==> config.mk <==
export PLATFORM = sky130hd
export DESIGN_NAME = tinyqv_periph_bridge
export DESIGN_NICKNAME = d
export VERILOG_FILES = /design/src/rtl/tinyqv_periph_bridge.sv
export SDC_FILE = /design/constraint.sdc
export NUM_CORES = 1
export LEC_CHECK = 0
export CORE_UTILIZATION = 43
export CTS_CLUSTER_DIAMETER = 200
export DETAILED_ROUTE_END_ITERATION = 16
export GPL_TIMING_DRIVEN = 0
export PLACE_DENSITY_LB_ADDON = 0.2
export SLEW_MARGIN = 25
export SYNTH_ARGS = -nofsm -noshare
export SYNTH_HDL_FRONTEND = slang
export SYNTH_SLANG_ARGS = --single-unit
==> constraint.sdc <==
create_clock -name clk -period 3.7 [get_ports clk]
set_clock_uncertainty 0.1 [all_clocks]
set_input_delay 0.74 -clock clk [delete_from_list [all_inputs] [get_ports clk]]
set_output_delay 0.74 -clock clk [all_outputs]
set_load 0.01 [all_outputs]
==> src/rtl/tinyqv_periph_bridge.sv <==
// Purpose: routes CPU non-memory transactions to NUM_CH peripheral channels with registered strobes.
// Latency: request sampled -> strobe next cycle; periph ready -> cpu_ready one cycle later (min 3 cycles total).
// Backpressure: waits on the selected channel's ready, gives up after TIMEOUT cycles with a bus error.
// Ports: cpu_* is the CPU data port (request held until cpu_ready pulses), periph_* carries the shared
//   addr/wdata plus per-channel strobes/ready/rdata, and bus_err/bus_err_clr is a sticky error flag and its clear.
module tinyqv_periph_bridge #(
  parameter int NUM_CH  = 4,
  parameter int CH_LSB  = 8,
  parameter int TIMEOUT = 15
) (
  input  logic                 clk,
  input  logic                 rstn,
  input  logic [27:0]          cpu_addr,
  input  logic [1:0]           cpu_write_n,
  input  logic [1:0]           cpu_read_n,
  input  logic [31:0]          cpu_wdata,
  output logic                 cpu_ready,
  output logic [31:0]          cpu_rdata,
  output logic [27:0]          periph_addr,
  output logic [31:0]          periph_wdata,
  output logic [2*NUM_CH-1:0]  periph_write_n,
  output logic [2*NUM_CH-1:0]  periph_read_n,
  input  logic [NUM_CH-1:0]    periph_ready,
  input  logic [32*NUM_CH-1:0] periph_rdata,
  output logic                 bus_err,
  input  logic                 bus_err_clr
);
  localparam int            CH_W     = (NUM_CH > 1) ? $clog2(NUM_CH) : 1;
  localparam logic [CH_W:0] NUM_CH_L = (CH_W+1)'(NUM_CH);
  localparam logic [7:0]    CNT_LAST = 8'(TIMEOUT - 1);

  typedef enum logic [1:0] {S_IDLE, S_ACTIVE, S_DONE} state_t;

  state_t              state_q, state_d;
  logic [27:0]         addr_q, addr_d;
  logic [31:0]         wdata_q, wdata_d;
  logic [1:0]          rtype_q, rtype_d;  // read size code; 11 means the access is a write
  logic [CH_W-1:0]     ch_q, ch_d;
  logic [7:0]          cnt_q, cnt_d;
  logic [2*NUM_CH-1:0] wstb_q, wstb_d;
  logic [2*NUM_CH-1:0] rstb_q, rstb_d;
  logic [31:0]         rdata_q, rdata_d;
  logic                err_q, err_d;

  logic            req_wr, req_rd, req, req_legal, set_err;
  logic [CH_W-1:0] req_idx;
  logic            sel_ready;
  logic [31:0]     sel_rdata, masked_rdata;

  assign req_wr    = (cpu_write_n != 2'b11);
  assign req_rd    = (cpu_read_n != 2'b11);
  assign req       = req_wr | req_rd;
  assign req_idx   = cpu_addr[CH_LSB +: CH_W];
  assign req_legal = ({1'b0, req_idx} < NUM_CH_L) && !(req_wr && req_rd);

  // Only the latched channel's ready/rdata matter; others are ignored.
  always_comb begin
    sel_ready = 1'b0;
    sel_rdata = '0;
    for (int i = 0; i < NUM_CH; i++) begin
      if (ch_q == CH_W'(i)) begin
        sel_ready = periph_ready[i];
        sel_rdata = periph_rdata[32*i +: 32];
      end
    end
  end

  always_comb begin
    case (rtype_q)
      2'b00:   masked_rdata = {24'b0, sel_rdata[7:0]};
      2'b01:   masked_rdata = {16'b0, sel_rdata[15:0]};
      2'b10:   masked_rdata = sel_rdata;
      default: masked_rdata = '0;  // writes return zero
    endcase
  end

  always_comb begin
    state_d = state_q;
    addr_d  = addr_q;
    wdata_d = wdata_q;
    rtype_d = rtype_q;
    ch_d    = ch_q;
    cnt_d   = cnt_q;
    wstb_d  = wstb_q;
    rstb_d  = rstb_q;
    rdata_d = rdata_q;
    set_err = 1'b0;
    case (state_q)
      S_IDLE: begin
        if (req) begin
          addr_d  = cpu_addr;
          wdata_d = cpu_wdata;
          rtype_d = cpu_read_n;
          ch_d    = req_idx;
          cnt_d   = '0;
          if (req_legal) begin
            state_d = S_ACTIVE;
            for (int i = 0; i < NUM_CH; i++) begin
              if (req_idx == CH_W'(i)) begin
                wstb_d[2*i +: 2] = cpu_write_n;
                rstb_d[2*i +: 2] = cpu_read_n;
              end
            end
          end else begin
            // Bad channel or conflicting read+write: answer without touching any peripheral.
            state_d = S_DONE;
            rdata_d = '1;
            set_err = 1'b1;
          end
        end
      end
      S_ACTIVE: begin
        cnt_d = cnt_q + 8'd1;
        if (sel_ready) begin
          state_d = S_DONE;
          wstb_d  = '1;
          rstb_d  = '1;
          rdata_d = masked_rdata;
        end else if (cnt_q == CNT_LAST) begin
          state_d = S_DONE;
          wstb_d  = '1;
          rstb_d  = '1;
          rdata_d = '1;
          set_err = 1'b1;
        end
      end
      S_DONE: begin
        // cpu_ready is high this cycle; clear data so cpu_rdata idles at zero.
        state_d = S_IDLE;
        cnt_d   = '0;
        rdata_d = '0;
      end
      default: state_d = S_IDLE;
    endcase
  end

  // A new error takes priority over a coincident clear.
  assign err_d = set_err ? 1'b1 : (bus_err_clr ? 1'b0 : err_q);

  always_ff @(posedge clk or negedge rstn) begin
    if (!rstn) begin
      state_q <= S_IDLE;
      addr_q  <= '0;
      wdata_q <= '0;
      rtype_q <= 2'b11;
      ch_q    <= '0;
      cnt_q   <= '0;
      wstb_q  <= '1;
      rstb_q  <= '1;
      rdata_q <= '0;
      err_q   <= 1'b0;
    end else begin
      state_q <= state_d;
      addr_q  <= addr_d;
      wdata_q <= wdata_d;
      rtype_q <= rtype_d;
      ch_q    <= ch_d;
      cnt_q   <= cnt_d;
      wstb_q  <= wstb_d;
      rstb_q  <= rstb_d;
      rdata_q <= rdata_d;
      err_q   <= err_d;
    end
  end

  assign cpu_ready      = (state_q == S_DONE);
  assign cpu_rdata      = rdata_q;
  assign periph_addr    = addr_q;
  assign periph_wdata   = wdata_q;
  assign periph_write_n = wstb_q;
  assign periph_read_n  = rstb_q;
  assign bus_err        = err_q;

endmodule

; Yosys cells after proc, flatten, opt, wreduce, memory -nomap -nowiden
; Cells that the tools add are included.
[word_totals]
out_inout_bits = 110
reg_bits = 123
wordCells = 99
input_bits = 199
[op_classes]
n_addsub = 1
reduce_logical = 16
n_bitwise = 1
n_eq_ne = 21
muxes = 44
[op_table]
columns = cell, count
row1 = $mux W32, 8
row2 = $pmux W32 S3, 2
row3 = $mux W8, 7
row4 = $pmux W8 S2, 2
row5 = $mux W2, 12
row6 = $pmux W8 S3, 1
row7 = $reduce_and A5 Y1, 4
row8 = $ne A2 B2 Y1 const B, 9
row9 = $eq A2 B2 Y1 const B, 6
row10 = $mux W1, 10
row11 = $add A8 B1 Y8 const B, 1
row12 = $eq A2 B1 Y1 const B, 4
row13 = $eq A8 B4 Y1 const B, 1
row14 = $logic_not A2 Y1, 4
row15 = $reduce_and A2 Y1, 3
row16 = $pmux W2 S2, 1
row17 = $reduce_and A4 Y1, 1
row18 = $reduce_bool A2 Y1, 2
row19 = $ne A3 B3 Y1 const B, 1
row20 = $reduce_bool A3 Y1, 1
row21 = $pmux W1 S2, 1
row22 = $logic_and A1 B1 Y1, 1
row23 = $or A1 B1 Y1, 1

; Logic depth before layout (Yosys ltp)
; Gate-level depths: netlist of the first run.
[logic_depth]
ltp_word = 8
depth_mapped = 8
mapped_depth_nobuf = 6

; Worst setup path after synthesis of the first run
; OpenSTA, ideal clock, no wires.
[synth_path]
kind = input port to flip-flop
start = input port periph_ready[2]
end = register rstb_q[2], in the netlist periph_read_n[2]
required_ns = 3.518
stages = 4
arrival_time_ns = 1.833
setup_slack_ns = 1.684
n_path_buf = 0
setup_time_ns = 0.082
cell_sequence = mux2_4 -> o22a_1 -> o22a_2 -> mux2_4
[synth_between]
elab_chain_len = 4
elab_cells_between_ends = 6
cone_classes = eq/ne (1) / mux (4) / reduce/logical (1)
[synth_lines]
columns = item, line_no
row1 = from (decl), 23  ; input logic [NUM_CH-1:0] periph_ready,
row2 = $mux W1 (*) (2 in series), 61  ; if (ch_q == CH_W'(i)) begin
row3 = $ne A3 B3 Y1 (no source line) / $mux W8 (equally long branches), --
row4 = $reduce_and A5 Y1 (no source line) / $pmux W8 S2 (equally long branches), --
row5 = to (signal assigned), 160  ; rstb_q <= rstb_d;
row6 = to (decl), 41  ; logic [2*NUM_CH-1:0] rstb_q, rstb_d;
; Mark *: on every way between the ends. The rest lies on a longest branch, timed or not.
; A chain may end at the register's enable or synchronous reset.

; Worst setup path in the final report of the first run
[layout_path]
start = register state_q[1]
end = register wstb_q[7], in the netlist periph_write_n[7]
[layout_between]
elab_chain_len = 3
elab_cells_between_ends = 9
cone_classes = eq/ne (5) / mux (1) / reduce/logical (3)
[layout_lines]
columns = item, line_no
row1 = from (decl), 34  ; state_t state_q, state_d;
row2 = from (signal assigned), 153  ; state_q <= state_d;
row3 = $eq A2 B1 Y1 / $logic_not A2 Y1 (equally long branches), 88  ; case (state_q)
row4 = "$ne A3 B3 Y1 (no source line), or another cell as far along", --
row5 = $reduce_and A5 Y1 (no source line), --
row6 = to (signal assigned), 159  ; wstb_q <= wstb_d;
row7 = to (decl), 40  ; logic [2*NUM_CH-1:0] wstb_q, wstb_d;
; Parallel ways exist; a longest one is shown, timed or not.

==> impl_metrics.py, run 1 <==
metrics = {
    "placed_design": {
        "port_buffers": 308,
        "placed_cells": 938,
        "dp_hpwl_um": 15040,
        "place_congestion": 0.8289,
    },
    "synthesis": {
        "async_flop_share_pct": 100.0,
        "yosys.area.top_type": "dfrtp_1",
        "synth_area_sq_um": 6052,
        "synth_top_cell_area_share_pct": 42.59,
        "avgSynthCellArea_sq_um": 13.36,
        "syn_nets": 657,
        "ys_seq_elements": 121,
        "synth_cells": 453,
        "ys_warn_count": 0,
        "synth-edff-count": 0,
        "synth_cell_type_count": 46,
        "synth.top_cells.by_area": "dfrtp_1 (43%), mux2_2 (13%), mux4_2 (12%), dfstp_2 (7.8%), mux2i_1 (5.5%)",
        "synthFlopType": "dfrtp_1",
        "seq_area_frac_synth_pct": 50.40,
    },
    "timing": {
        "hold_viol": 0,
        "fin_crit_sh_pct": 68.43,
        "worst_slew_pin_slew_ns": 0.7769,
        "clock.fmax_mhz": 395.0,
        "slew_headroom_pct": 48.10,
        "maxSlewViolCount": 0,
        "finalSetupViolCount": 0,
        "finalCriticalPeriod_ns": 2.532,
        "rsz0062_at_grt": "false",
        "hold_slack_ns": 0.1391,
    },
    "grt": {
        "use_met2_pct": 47.92,
        "grt_pass1_vias": 5520,
        "antenna_found_initial": 0,
        "gr-total-overflow": 0,
        "grt_pass1_wl_um": 29730,
        "busiest_layer": "met2",
        "met3_usage_pct": 7.358,
        "grt_max_degree": 80,
        "grt_util_all_layers_pct": 27.21,
        "use_met1_pct": 31.15,
    },
    "worst_setup_path": {
        "r2r_slack_ns": 1.17,
        "end_kind": "flip-flop",
        "worstPathMaxFanout": 10,
        "crit_end": "periph_write_n[7]$_DFFE_PN1P_",
        "slowest_delay_ns": 0.46,
        "required_ns": 3.94,
        "critical_path_arrival_ns": 2.77,
        "crit_type": "reg -> reg",
        "reg2reg_to": "periph_write_n[7]$_DFFE_PN1P_",
        "slowest_stage": "a21oi_1",
        "startpoint_type": "flip-flop",
        "worstSetupStartpoint": "state_q[1]$_DFFE_PN0P_",
        "r2r_cells": 7,
        "r2r_start": "state_q[1]$_DFFE_PN0P_",
        "worstPathCellList": "inv_1 > ha_1 > buf_1 > nor2b_1 > a31oi_1 > a21oi_1 > mux2_2",
    },
    "power": {
        "peakVddDrop_mv": 0.5030,
        "seq_power_share_pct": 28.1,
        "leakagePower_nw": 4.200,
        "switchingPower_w": 0.002898,
        "p_int_w": 0.005667,
        "clkPwrFrac_pct": 19.0,
        "p_sw_share_pct": 33.84,
        "p_per_area_nw_per_um2": 859.0,
        "power_frac_comb_pct": 53.0,
    },
    "clocking": {
        "clk_pin_slew_ns": 0.06,
        "cts_num_sinks": 121,
        "cts.repair.resized": 0,
        "cts-root-buf": "clkbuf_16",
        "hold_buffers": 0,
        "numCtsBuffers": 17,
        "post_cts_buffers": 0,
        "cts_tree": "built",
        "clk_path_buf_depth": 2,
        "h-tree-depth": 4,
        "clk_latency_ns": 0.42,
    },
    "floorplan": {
        "chipHeight_um": 120.6,
        "initial_core_util_pct": 44.81,
        "core_sq_um": 13510,
        "chipWidth_um": 120.6,
        "num_rows": 42,
        "ios": 309,
        "die_area_sq_um": 14550,
    },
    "detailed_routing": {
        "drc": 0,
        "avgViaCountPerCell": 5.309,
        "post_drt_wl_per_cell_um": 20.04,
        "route.vias.total": 5150,
        "ant_nets": 0,
        "totalWireLength_um": 19440,
        "dr.pass1.iters": 4,
        "drt_iter0_drc": 196,
    },
    "hold_path": {
        "hold_class": "in -> async",
    },
    "status": {
        "status": "completed",
    },
    "cells_and_area": {
        "layout_common_cells": "clkdlybuf4s50_1 (307), dfrtp_1 (103), mux2_2 (68)",
        "final_common_cell": "clkdlybuf4s50_1",
        "area_growth_pct": 64.75,
        "antennaDiodeCount": 0,
        "nets": 985,
        "drive_above_1_share_pct": 22.92,
        "finalNonFillerCells": 970,
    },
    "run": {
        "max_cap_viol_count": 0,
    },
}
==> stage by stage <==
step	util [%]	area [sq um]	setup slack [ns]	power [W]	setup TNS, ns
after global placement	69.27	9355	-2.755	0.006816	-306.01
final	73.83	9971	1.168	0.008565	0
after CTS	73.83	9971	1.213	0.008631	0
after global routing	73.83	9971	0.9917	0.009037	0
after floorplan	-	6052	1.684	0.004887	0
after detailed placement	69.48	9384	0.7834	0.006962	0
==> cells in the mapped netlist (all sizes together), types with 3 or more instances <==
cell and n:
o21ai 11, clkbuf 10, buf 17, mux2i 33, mux4 32, o22a 3, inv 37, dfstp 18
nand3 4, dfrtp 103, or2 5, ha 5, nand2 14, and2 4, nor2b 3, mux2 78
a21oi 44
==> power by group through the flow <==
stage / sequential, W / combinational, W / clock (W)
floorplan: 0.00266 / 0.00223 / 0
global placement: 0.00237 / 0.00445 / 0
detailed placement: 0.00241 / 0.00455 / 0
CTS: 0.00240 / 0.00458 / 0.00165
global route: 0.00247 / 0.00485 / 0.00171
finish: 0.00240 / 0.00454 / 0.00163
==> state kept, by name, summed over array words and instances, names as in the netlist <==
name and flops:
cpu_rdata 32, periph_wdata 32, periph_addr 28, cnt_q 8, periph_read_n 8, periph_write_n 8
rtype_q 2, state_q 2, bus_err 1
==> cell families after synthesis <==
logic type                 count (synthesis)  synth area share (%)
adders and majority gates                  5                 1.034
and+or+nand+nor                           45                 4.156
muxes                                    143                 32.50
buffers and inverters                     64                 4.465
AOI/OAI and AO/OA                         74                 7.298
DFF                                      121                 50.40
xor gates and xnor gates                   1                0.1447
==> how the worst min path moves through the flow <==
stage / startpoint / to / slack (ns) / cells past startpoint
after floorplan: rstn / bus_err$_DFFE_PN0P_ / 0.34 / 0
after global routing: rstn / cnt_q[4]$_DFFE_PN0P_ / 0.16 / 1
after CTS: rstn / cnt_q[7]$_DFFE_PN0P_ / 0.15 / 1
after detailed placement: periph_wdata[22]$_DFFE_PN0P_ / periph_wdata[22]$_DFFE_PN0P_ / 0.39 / 1
final: rstn / cnt_q[7]$_DFFE_PN0P_ / 0.14 / 1
after global placement: periph_addr[20]$_DFFE_PN0P_ / periph_addr[20]$_DFFE_PN0P_ / 0.39 / 1
==> layout make-up <==
class                           instances  area (sq um)
Fill cell                             909          3535
Timing Repair Buffer                  309          3112
Sequential cell                       121          3050
Multi-Input combinational cell        268          2731
Clock buffer                           24         491.7
Tap cell                              176         220.2
Inverter                               37         138.9
Buffer                                 27         131.4
Clock inverter                          8         95.09
==> metal layers <==
layer	up-vias	wire length [um]	share of wire (%)
met5	-	0	0
li1	2316	-	-
met4	0	533	2.7
met3	44	1263	6.5
met2	224	10130	52
met1	2566	7517	39
==> critical path, delay by kind of cell, from the launching register on <==
kind | cells | cell delay (ns)
AOI/OAI and AO/OA | 2 | 0.53
DFF | 1 | 0.38
buffers and inverters | 2 | 0.48
muxes | 1 | 0.40
adders and majority gates | 1 | 0.21
and+or+nand+nor | 1 | 0.36
Power figures use the tool's default switching activity.
==> run 2, diff against run 1 <==
Settings changed: CORE_UTILIZATION 43 to 37.
Clock period 3.7 ns to 2.3 ns, I/O delays scaled along.
==> run 2 against run 1 <==
  * Hold slack better by 0.26 ns
  * Core utilization is 10 points lower
  * Sequential share of layout area is 0.44 points lower
  * First-iteration DRC count is 22% lower
  * Final area is 1.5% higher
  * Count of clock-buffer cells in the layout is 7 lower
  * Sequential cell count stayed put
  * Combinational power is 61% higher
  * Global-route usage is 4.7 points lower
  * Critical path depth is 6 lower
  * Clock power is 75% higher
  * Worst setup slack worse by 1.1 ns
  * Highest routed layer unchanged
==> impl_metrics.py, run 2 (same netlist as run 1, synthesis figures left out) <==
metrics = {
    "status": {
        "status": "completed",
    },
    "clocking": {
        "numCtsBuffers": 17,
        "cts_tree": "built",
        "clk_latency_ns": 0.42,
        "cts-root-buf": "clkbuf_16",
        "clk_pin_slew_ns": 0.06,
        "cts_num_sinks": 121,
        "clk_path_buf_depth": 2,
        "h-tree-depth": 4,
    },
    "floorplan": {
        "core_sq_um": 15940,
        "initial_core_util_pct": 37.96,
        "num_rows": 46,
        "chipWidth_um": 129.9,
        "chipHeight_um": 129.9,
        "die_area_sq_um": 16870,
        "ios": 309,
    },
    "power": {
        "p_int_w": 0.009269,
        "peakVddDrop_mv": 0.7979,
        "power_frac_comb_pct": 52.0,
        "switchingPower_w": 0.004762,
        "seq_power_share_pct": 27.6,
        "leakagePower_nw": 4.257,
        "p_sw_share_pct": 33.94,
        "clkPwrFrac_pct": 20.4,
        "p_per_area_nw_per_um2": 1387,
    },
    "timing": {
        "fin_ws_ns": 0.09511,
        "rsz0062_at_grt": "false",
        "slew_headroom_pct": 53.24,
        "finalSetupViolCount": 0,
        "worst_slew_pin_slew_ns": 0.6999,
        "finalCriticalPeriod_ns": 2.205,
        "clock.fmax_mhz": 453.5,
        "fin_crit_sh_pct": 95.86,
        "hold_viol": 0,
        "maxSlewViolCount": 0,
    },
    "detailed_routing": {
        "drt_iter0_drc": 152,
        "avgViaCountPerCell": 5.052,
        "post_drt_wl_per_cell_um": 18.79,
        "drc": 0,
        "ant_nets": 0,
        "dr.pass1.iters": 4,
        "totalWireLength_um": 18980,
        "route.vias.total": 5103,
    },
    "grt": {
        "antenna_found_initial": 0,
        "grt_pass1_wl_um": 28300,
        "gr-total-overflow": 0,
        "grt_util_all_layers_pct": 22.49,
        "grt_max_degree": 79,
        "grt_pass1_vias": 5425,
    },
    "cells_and_area": {
        "n_fill_cell": 1230,
        "layout_common_cells": "clkdlybuf4s50_1 (306), dfrtp_1 (103), mux2_2 (68)",
        "final_common_cell": "clkdlybuf4s50_1",
        "nets": 985,
        "drive_above_1_share_pct": 24.43,
        "area_growth_pct": 67.17,
        "antennaDiodeCount": 0,
        "fin_util_pct": 63.46,
    },
    "worst_setup_path": {
        "critical_path_arrival_ns": 1.64,
        "worstPathMaxFanout": 9,
        "worstPathCellList": "clkdlybuf4s50_1",
        "required_ns": 1.74,
        "end_kind": "output port",
        "worst-path-buf-inv": 1,
        "startpoint_type": "flip-flop",
        "crit_type": "reg -> out",
        "slowest_delay_ns": 0.64,
        "slowest_stage": "clkdlybuf4s50_1",
        "crit_family": "buffers and inverters",
    },
    "placed_design": {
        "dp_slack_ns": -0.3290,
        "port_buffers": 308,
        "place_congestion": 0.7936,
        "dp_hpwl_um": 14800,
    },
    "run": {
        "max_cap_viol_count": 0,
    },
    "hold_path": {
        "hold_class": "reg -> reg",
    },
}
## run 2: cell count changes in the layout (fill, tap and decap cells not counted), sizes merged
cell | before | now
buf | 19 | 20
bufinv | 2 | 4
clkbuf | 34 | 25
clkdlybuf4s50 | 307 | 306
clkinv | 4 | 5
clkinvlp | 2 | 1
dlygate4sd3 | 0 | 1
dlymetal6s2s | 0 | 1
inv | 37 | 42
## run 2: path summary, 6_finish.rpt
path,from,end,slack (ns),cells past startpoint
worst max-delay path,periph_addr[9]$_DFFE_PN0P_,periph_addr[9],0.1,1
worst min-delay path,periph_addr[11]$_DFFE_PN0P_,periph_addr[11]$_DFFE_PN0P_,0.40,1
worst max register to register,cnt_q[4]$_DFFE_PN0P_,periph_read_n[0]$_DFFE_PN1P_,0.17,5
worst min register to register,periph_addr[11]$_DFFE_PN0P_,periph_addr[11]$_DFFE_PN0P_,0.40,1
max in group asynchronous,rstn,periph_read_n[0]$_DFFE_PN1P_,0.99,3
min in group asynchronous,rstn,cnt_q[6]$_DFFE_PN0P_,0.42,2
## run 2: cell type report
cell class / count / area (sq um) / area share (%)
plain buffers: 25 / 127.6 / 1.261
clock buffers: 17 / 425.4 / 4.205
clock inverters: 15 / 214.0 / 2.115
inverters: 37 / 138.9 / 1.373
multi-input cells: 268 / 2755 / 27.23
flip-flops and latches: 121 / 3050 / 30.15
well taps: 216 / 270.3 / 2.671
repair buffers: 311 / 3136 / 30.99
## run 2: per-layer routing
layer / share of wire, % / GRT usage, % / up-vias
li1: - / - / 2310
met1: 37 / 24.16 / 2554
met2: 53 / 40.99 / 209
met3: 7.6 / 6.437 / 30
met4: 2.5 / 9.986 / 0
met5: 0 / 0 / -
## run 2: worst reg2reg max path: cells and delay by family, from the launching register on
| family | cells | cell delay (ns) |
|---|---|---|
| multiplexers | 1 | 0.38 |
| AND/OR/NAND/NOR | 2 | 0.63 |
| buffers and inverters | 1 | 0.25 |
| flip-flops | 1 | 0.41 |
| AO/OA/AOI/OAI | 1 | 0.29 |
## run 2: stage by stage
stage | power, W | cells | setup TNS [ns] | instance area [sq um] | hold WS, ns
2_1_floorplan | 0.007862 | 453 | 0 | 6052 | 0.06441
3_3_place_gp | 0.01102 | 977 | -467.37 | 9405 | 0.3879
3_5_place_dp | 0.01121 | 978 | -26.35 | 9438 | 0.2744
4_1_cts | 0.01417 | 1011 | 0 | 10100 | 0.4043
5_1_grt | 0.01488 | 1010 | 0 | 10120 | 0.4172
6_report | 0.01403 | 1010 | 0 | 10120 | 0.4006
## run 2: power groups by stage
stage	combinational, W	sequential, W	clock (W)
after CTS	0.00740	0.00385	0.00292
after global placement	0.00720	0.00382	0
after detailed placement	0.00734	0.00387	0
final	0.00730	0.00388	0.00286
after global routing	0.00784	0.00402	0.00302
after floorplan	0.00359	0.00427	0
## run 2: what timing repair did
item / CTS / global route
pin swaps: 0 / 1
gates resized for setup: 4 / 7
endpoints found under the setup margin: 9 / 52
buffers inserted: 0 / 1
hold buffers: 1 / 0
endpoints found under the hold margin: 41 / 0
==> run 3, diff against run 2 <==
Settings changed: TNS_END_PERCENT set to 1.
==> run 3 against run 2 <==
  * Global-route usage is the same
  * Non-clock buffer count shrank 1
  * Worst setup slack lost 0.0024 ns
  * Register-to-register slack is essentially flat
  * Final area is essentially flat
  * Hold slack is essentially flat
  * Critical path type unchanged
  * Die area is the same
==> impl_metrics.py, run 3 (same netlist as run 1, synthesis figures left out) <==
metrics = {
    "power": {
        "p_per_area_nw_per_um2": 1388,
        "leakagePower_nw": 4.250,
        "peakVddDrop_mv": 0.7990,
        "p_total_w": 0.01403,
    },
    "placed_design": {
        "place_congestion": 0.7936,
        "dp_hpwl_um": 14800,
        "placed_cells": 978,
        "dp_slack_ns": -0.3290,
        "port_buffers": 308,
    },
    "detailed_routing": {
        "totalWireLength_um": 18960,
        "dr.pass1.iters": 4,
        "ant_nets": 0,
        "drt_iter0_drc": 145,
        "drc": 0,
        "avgViaCountPerCell": 5.044,
        "route.vias.total": 5089,
        "post_drt_wl_per_cell_um": 18.79,
    },
    "timing": {
        "finalCriticalPeriod_ns": 2.207,
        "clock.fmax_mhz": 453.0,
        "finalSetupViolCount": 0,
        "maxSlewViolCount": 0,
        "fin_crit_sh_pct": 95.97,
        "fin_ws_ns": 0.09271,
        "worst_slew_pin_slew_ns": 0.6996,
        "rsz0062_at_grt": "true",
        "hold_viol": 0,
        "hold_slack_ns": 0.4006,
        "slew_headroom_pct": 53.26,
    },
    "clocking": {
        "h-tree-depth": 4,
        "numCtsBuffers": 17,
        "cts_num_sinks": 121,
        "cts-root-buf": "clkbuf_16",
        "clk_pin_slew_ns": 0.06,
        "clk_latency_ns": 0.42,
        "clk_path_buf_depth": 2,
        "cts_tree": "built",
    },
    "cells_and_area": {
        "fin_util_pct": 63.40,
        "final_common_cell": "clkdlybuf4s50_1",
        "nets": 984,
        "drive_above_1_share_pct": 24.21,
        "antennaDiodeCount": 0,
        "n_fill_cell": 1232,
        "area_growth_pct": 67.02,
        "finalNonFillerCells": 1009,
        "layout_common_cells": "clkdlybuf4s50_1 (306), dfrtp_1 (103), mux2_2 (68)",
    },
    "floorplan": {
        "ios": 309,
        "initial_core_util_pct": 37.96,
        "chipHeight_um": 129.9,
        "chipWidth_um": 129.9,
        "core_sq_um": 15940,
        "die_area_sq_um": 16870,
        "num_rows": 46,
    },
    "grt": {
        "grt_pass1_vias": 5425,
        "gr-total-overflow": 0,
        "antenna_found_initial": 0,
        "grt_max_degree": 79,
        "grt_util_all_layers_pct": 22.49,
        "grt_pass1_wl_um": 28300,
    },
    "run": {
        "max_cap_viol_count": 0,
    },
    "hold_path": {
        "hold_class": "reg -> reg",
        "min_delay_worst_endpoint": "periph_addr[11]$_DFFE_PN0P_",
        "holdPathStages": 1,
        "min_from": "periph_addr[11]$_DFFE_PN0P_",
    },
    "worst_setup_path": {
        "r2r_slack_ns": 0.17,
        "worst-path-buf-inv": 1,
        "crit_type": "reg -> out",
        "r2r_cells": 8,
        "reg2reg_to": "cpu_rdata[5]$_DFFE_PN0P_",
        "critical_path_arrival_ns": 1.65,
        "worstPathCellList": "clkdlybuf4s50_1",
        "r2r_start": "state_q[1]$_DFFE_PN0P_",
        "crit_family": "buffers and inverters",
        "required_ns": 1.74,
        "startpoint_type": "flip-flop",
        "end_kind": "output port",
        "slowest_stage": "clkdlybuf4s50_1",
        "worstPathMaxFanout": 9,
        "slowest_delay_ns": 0.64,
    },
    "status": {
        "status": "completed",
    },
}
==> run 3: per-stage QoR <==
step,instance area (sq um),TNS (ns)
finish,10110,0
global route,10110,-0.01220
CTS,10100,0
detailed placement,9438,-26.35
global placement,9405,-467.37
floorplan,6052,0
==> run 3: report_power, final <==
group          switching (W)  internal [W]  total (W)
Sequential          0.000586       0.00329    0.00388
Combinational        0.00315       0.00414    0.00729
Clock                0.00102       0.00184    0.00286
==> run 3: timing repair <==
| item | CTS | global route |
|---|---|---|
| hold buffers | 1 | 0 |
| setup buffers | 0 | 0 |
| cloned | 0 | 0 |
| resized for setup | 4 | 6 |
| endpoints found under the hold margin | 41 | 0 |
| pin swaps | 0 | 1 |
| setup endpoints to repair | 9 | 52 |
==> run 3: how the worst max path moves through the flow <==
stage                               start                            to  slack, ns  cells after the start
3_3_place_gp                         rstn  periph_wdata[30]$_DFFE_PN0P_      -3.91                      1
2_1_floorplan      state_q[1]$_DFFE_PN0P_  periph_read_n[0]$_DFFE_PN1P_       0.34                      7
5_1_grt            state_q[1]$_DFFE_PN0P_     cpu_rdata[25]$_DFFE_PN0P_      -0.01                      8
3_5_place_dp                cpu_read_n[0]   periph_addr[12]$_DFFE_PN0P_      -0.33                      5
6_report       periph_addr[9]$_DFFE_PN0P_                periph_addr[9]       0.09                      1
4_1_cts        periph_addr[9]$_DFFE_PN0P_     cpu_rdata[18]$_DFFE_PN0P_       0.03                      6
==> run 3: layout make-up <==
type	instances	area (sq um)	area share [%]
timing repair buffer	310	3128	30.94
sequential	121	3050	30.18
multi-input combinational	268	2755	27.26
clock buffer	17	425.4	4.208
tap	216	270.3	2.674
clock inverter	15	214.0	2.117
inverter	37	138.9	1.374
buffer	25	126.4	1.250
==> run 3: routing by layer <==
layer	vias up	routed length [um]	GRT usage [%]
met5	-	0	0
li1	2304	-	-
met2	211	10020	40.99
met1	2542	7013	24.16
met3	32	1451	6.437
met4	0	475	9.986
